[config.mk]
export PLATFORM = sky130hd
export DESIGN_NAME = perisph_bus_ctrl
export DESIGN_NICKNAME = d
export VERILOG_FILES = /design/src/rtl/perisph_bus_ctrl.sv
export SDC_FILE = /design/constraint.sdc
export NUM_CORES = 1
export LEC_CHECK = 0
export ABC_AREA = 1
export CAP_MARGIN = 30
export CORE_UTILIZATION = 41
export CTS_CLUSTER_DIAMETER = 120
export DETAILED_ROUTE_END_ITERATION = 10
export PLACE_DENSITY = 0.85
export SLEW_MARGIN = 20
export SYNTH_ARGS = -nofsm -noshare
export SYNTH_HDL_FRONTEND = slang
export SYNTH_SLANG_ARGS = --single-unit
[constraint.sdc]
create_clock -name clk -period 3.1 [get_ports clk]
set_input_delay 0.93 -clock clk [delete_from_list [all_inputs] [get_ports clk]]
set_output_delay 0.93 -clock clk [all_outputs]
set_load 0.005 [all_outputs]
[src/rtl/perisph_bus_ctrl.sv]
// Memory-mapped peripheral bus controller: decodes a contiguous channel window and
// runs one ready-paced access per request, flagging a timeout with err.

module perisph_bus_lane #(
  parameter int DATA_W = 8
) (
  input  logic              sel,
  input  logic              ready,
  input  logic [DATA_W-1:0] rdata,
  output logic              hit,
  output logic [DATA_W-1:0] rdata_g
);
  assign hit     = sel & ready;
  assign rdata_g = sel ? rdata : '0;
endmodule

module perisph_bus_ctrl #(
  parameter int          ADDR_W  = 8,
  parameter int          DATA_W  = 8,
  parameter int          NCH     = 8,
  parameter int unsigned BASE    = 'hF0,
  parameter int          TIMEOUT = 15
) (
  input  logic                  clk,
  input  logic                  rst,
  input  logic [ADDR_W-1:0]     addr,
  input  logic                  we,
  input  logic                  re,
  input  logic [DATA_W-1:0]     wdata,
  output logic [DATA_W-1:0]     rdata,
  output logic                  ack,
  output logic                  err,
  output logic                  mem_io,
  output logic [NCH-1:0]        ch_en,
  output logic                  ch_we,
  output logic [DATA_W-1:0]     ch_wdata,
  input  logic [NCH*DATA_W-1:0] ch_rdata,
  input  logic [NCH-1:0]        ch_ready
);
  localparam int IDX_W = (NCH > 1) ? $clog2(NCH) : 1;
  localparam int CNT_W = $clog2(TIMEOUT + 1);
  localparam logic [ADDR_W:0]  BASE_X = (ADDR_W+1)'(BASE);
  localparam logic [ADDR_W:0]  NCH_X  = (ADDR_W+1)'(NCH);
  localparam logic [CNT_W-1:0] CNT_MAX = CNT_W'(TIMEOUT - 1);

  typedef enum logic [1:0] {IDLE, ACCESS, DONE} state_t;

  state_t            state, state_d;
  logic [CNT_W-1:0]  cnt, cnt_d;
  logic [NCH-1:0]    ch_en_d, dec;
  logic              ch_we_d, ack_d, err_d;
  logic [DATA_W-1:0] ch_wdata_d, rdata_d, sel_rd;
  logic [ADDR_W:0]   off;
  logic [IDX_W-1:0]  idx;
  logic              sel_ready;

  logic [NCH-1:0]             lane_hit;
  logic [NCH-1:0][DATA_W-1:0] lane_rd;

  // The extra top bit of off catches addresses below BASE.
  assign off    = {1'b0, addr} - BASE_X;
  assign mem_io = ({1'b0, addr} >= BASE_X) && (off < NCH_X);
  assign idx    = off[IDX_W-1:0];

  // Each lane only answers while its ch_en bit is set, so stray readies are masked.
  for (genvar i = 0; i < NCH; i++) begin : g_lane
    perisph_bus_lane #(.DATA_W(DATA_W)) u_lane (
      .sel     (ch_en[i]),
      .ready   (ch_ready[i]),
      .rdata   (ch_rdata[i*DATA_W +: DATA_W]),
      .hit     (lane_hit[i]),
      .rdata_g (lane_rd[i])
    );
  end

  always_comb begin
    sel_rd = '0;
    dec    = '0;
    for (int i = 0; i < NCH; i++) begin
      sel_rd |= lane_rd[i];
      dec[i]  = (idx == IDX_W'(i));
    end
    sel_ready = |lane_hit;
  end

  always_comb begin
    state_d    = state;
    cnt_d      = cnt;
    ch_en_d    = ch_en;
    ch_we_d    = ch_we;
    ch_wdata_d = ch_wdata;
    rdata_d    = rdata;
    ack_d      = 1'b0;
    err_d      = 1'b0;
    case (state)
      IDLE: if ((we | re) && mem_io) begin
        state_d    = ACCESS;
        ch_en_d    = dec;
        ch_we_d    = we;
        ch_wdata_d = wdata;
        cnt_d      = '0;
      end
      ACCESS: begin
        if (sel_ready) begin
          state_d = DONE;
          ack_d   = 1'b1;
          ch_en_d = '0;
          ch_we_d = 1'b0;
          if (!ch_we) rdata_d = sel_rd;
        end else if (cnt == CNT_MAX) begin
          state_d = DONE;
          err_d   = 1'b1;
          ch_en_d = '0;
          ch_we_d = 1'b0;
          if (!ch_we) rdata_d = '1;
        end else begin
          cnt_d = cnt + CNT_W'(1);
        end
      end
      DONE:    state_d = IDLE;
      default: state_d = IDLE;
    endcase
  end

  always_ff @(posedge clk) begin
    if (rst) begin
      state    <= IDLE;
      cnt      <= '0;
      ch_en    <= '0;
      ch_we    <= 1'b0;
      ch_wdata <= '0;
      rdata    <= '0;
      ack      <= 1'b0;
      err      <= 1'b0;
    end else begin
      state    <= state_d;
      cnt      <= cnt_d;
      ch_en    <= ch_en_d;
      ch_we    <= ch_we_d;
      ch_wdata <= ch_wdata_d;
      rdata    <= rdata_d;
      ack      <= ack_d;
      err      <= err_d;
    end
  end
endmodule
==> summary.md, run 1 <==
| Metric | Value |
|---|---|
| R2R cell count | 8 |
| HPWL Detailed | slightly above 5 mm |
| Crit Path Class | in -> out |
| Synth area leaders | dfxtp_1, nand2_1, nor2_1 |
| Final TNS setup | 0 ns |
| Mean post-synth cell area | 6.13 um2 |
| Final Max Slew Viols | 0 |
| Antenna violations before repair | 0 |
| Clock skew | 0.00456 ns |
| Placed Cells | 507 |
| Iter 0 DRT Violations | 62 |
| CP max stage delay | 0.42 ns |
| Seq/Total Area, Yosys | 31.7% |
| Largest net degree at the start of global routing | 19 |
| GRT Total Usage | a little under a quarter |
| # port buffers | around 120 |
| DRC | 0 |
| Total grt overflow | 0 |
| H-tree depth | 2 |
| # Max-Cap Violations | 0 |
| Min Tclk post-route | 3.06 ns |
| Vias/cell | 4.75 |
| RD Place Congestion | 0.879 |
| Via count | 2454 |
| Class of the worst hold path | reg -> reg |
| Reg-to-reg startpoint | ch_en[2] |
| Ant diodes | 0 |
| Capture point of the worst reg-to-reg path | rdata[7] |
| PwrDens | 268 mW/mm2 |
| CTS Buf Count | 5 |
| Hold Path Cell Cnt | 2 |
| Static Leak | 1.40 nW |
| Most frequent cell after synthesis | nand2_1 |
| Vias in the first global route | 2189 |
| Worst VDD drop | between 0.2 and 0.25 mV |
| Top FF cell, synth | dfxtp_1 |
| Rows | 25 |
| Synth Register Bits | 33 |
| CTS Buffer Depth | 2 |
| Cells after Synth | 340 |
| Reg clk slew, reported paths | 0.07 ns |
| FMAX | around 330 MHz |
| Hold Path Sink | ch_wdata[6] |
| CP required | 2.17 ns |
| Worst R2R Setup Slack | roughly 1.5 ns |
| P&R area growth vs syn | 60.7% |
| Critical path fanouts, max | 2 |
| Final period utilization | 98.6% |
| # IOs | 120 |
| Warnings from Yosys | 0 |
| Post-Route WL | between 6 and 7 mm |
| Die span in x | around 73 um |
| Syn Nets | 435 |
| CTS Sinks | 33 |
| Die Y | ~73 um |
| Drt pass-1 iters | 4 |
| Least-Margin Pin Slew | roughly 0.5 ns |
| Top cell type's share of synthesized area | 31.7% |
| Post-route non-filler standard cell count | a little over 500 |
| Hold Vio Cnt, Final | 0 |
| Synth top cells by count | nand2_1, nor2_1, dfxtp_1 |
| Routed length per instance | 12.6 um |
| Netlist cell types | 30 |
| Post-route ant nets | 0 |
| First-pass GRT wire length | 9.70 mm |
| Core Box Area | 0.00482 mm2 |
| Starting Density | 43.2% |
| Hold Buf Count CTS | 0 |
| CP Launch Type | input pin |
| Largest area contributor in the netlist | dfxtp_1 |
| Asr flop ratio synth | 0% |
| Mapped Area | about 0.0021 mm2 |
| Crit path capture type | primary output |
| CP arrival | 2.13 ns |
| Post-synth EDFFs | 0 |
| CTS root buffer | clkbuf_8 |
| Share of layout cells above drive strength 1 | 6.89% |
| Die area | 0.00537 mm2 |
| Tot Pwr | 0.897 mW |
| CP max stage cell | clkdlybuf4s50_1 |
| Status | finished, final reports clean |
| Clock tree from TritonCTS | built |
| NumNets Final | between 500 and 600 |
| Clock latency on the worst-skew pair | 0.29 ns |
| Worst relative slew slack | 66.2% |
| Setup Viol. Count Final | 0 |
| Crit-path cells | clkdlybuf4s50_1 > ha_1 > nor2_2 > and2_1 > clkdlybuf4s15_1 |
| Layout filler cell count | 438 |
| Hold Path Origin | ch_wdata[6] |
==> logic make-up after synthesis <==
kind of cell / synth area share [%]
buf+inv: 11.4
xor+xnor: 0.420
flops: 31.7
compound gates: 4.08
simple gates: 50.6
fa+ha+maj: 1.80
==> sequential cells by signal (all words and copies together) (netlist names) <==
register and count:
state 2, ch_we 1, err 1, cnt 4, rdata 8, ch_wdata 8
ack 1, ch_en 8
==> area by class of cell <==
class                           count  area, um2  share of cell area (%)
Sequential cell                    33        661                    19.7
Timing Repair Buffer              124       1230                    36.8
Tap cell                           67       83.8                    2.50
Clock inverter                      3       17.5                   0.523
Inverter                           26       97.6                    2.91
Clock buffer                        5       68.8                    2.06
Multi-Input combinational cell    259       1190                    35.5
==> critical path: cells and delay by family <==
family / cells / cell delay [ns]
fa+ha+maj: 1 / 0.32
buf+inv: 2 / 0.62
simple gates: 2 / 0.25
==> metrics by stage <==
step / hold slack, ns / area (um2) / setup slack [ns] / utilization, %
after CTS: 0.468 / 3330 / 0.0195 / 69.2
after global routing: 0.491 / 3350 / -0.0192 / 69.5
after global placement: 0.451 / 3240 / -0.225 / 67.3
after detailed placement: 0.458 / 3240 / -0.272 / 67.3
after floorplan: 0.462 / 2080 / 0.611 / -
final: 0.471 / 3350 / 0.0426 / 69.5
==> layout by cell type (no fill, tap or decap), types with 3 or more instances in the layout <==
cell and instances:
ha_1 3, nand4_1 14, clkdlybuf4s50_1 117, buf_4 5, inv_1 23, dfxtp_1 33, clkbuf_8 5, nand3_1 11
a21oi_1 17, nor2_2 5, nor2_1 50, nand2_1 141
==> layer usage <==
metal / share of wire [%] / global-route usage (%)
met5: 0 / 0
met4: 1.9 / 7.84
met3: 10 / 8.64
met2: 49 / 43.8
met1: 39 / 25.0
==> worst max-delay path by stage <==
stage,from,end,slack [ns],depth (start not counted)
6_report,addr[5],mem_io,0.04,5
2_1_floorplan,addr[4],mem_io,0.61,3
3_3_place_gp,addr[4],mem_io,-0.22,5
3_5_place_dp,addr[4],mem_io,-0.27,5
4_1_cts,addr[4],mem_io,0.02,5
5_1_grt,addr[5],mem_io,-0.02,5
==> power breakdown <==
| part | internal (mW) | switching, mW | leakage, nW |
|---|---|---|---|
| registers | 0.425 | 0.00323 | 0.266 |
| clock network | 0.155 | 0.158 | 0.0439 |
| logic | 0.113 | 0.0433 | 1.09 |
==> timing repair <==
| item | CTS | global route |
|---|---|---|
| gates resized for setup | 1 | 3 |
| pin swaps | 1 | 2 |
| setup buffers | 1 | 1 |
| endpoints found under the setup margin | 1 | 1 |
(Power assumes the default switching activity.)
==> inputs of run 2 (changes only) <==
- SLEW_MARGIN: 20 -> default
==> results of run 2 <==
Same layout as run 1: the final DEF is identical, and so are final timing and power.
==> inputs of run 3 (changes only) <==
- GPL_ROUTABILITY_DRIVEN: default -> 0
==> results of run 3 <==
Same layout as run 1: the final DEF is identical, and so are final timing and power.
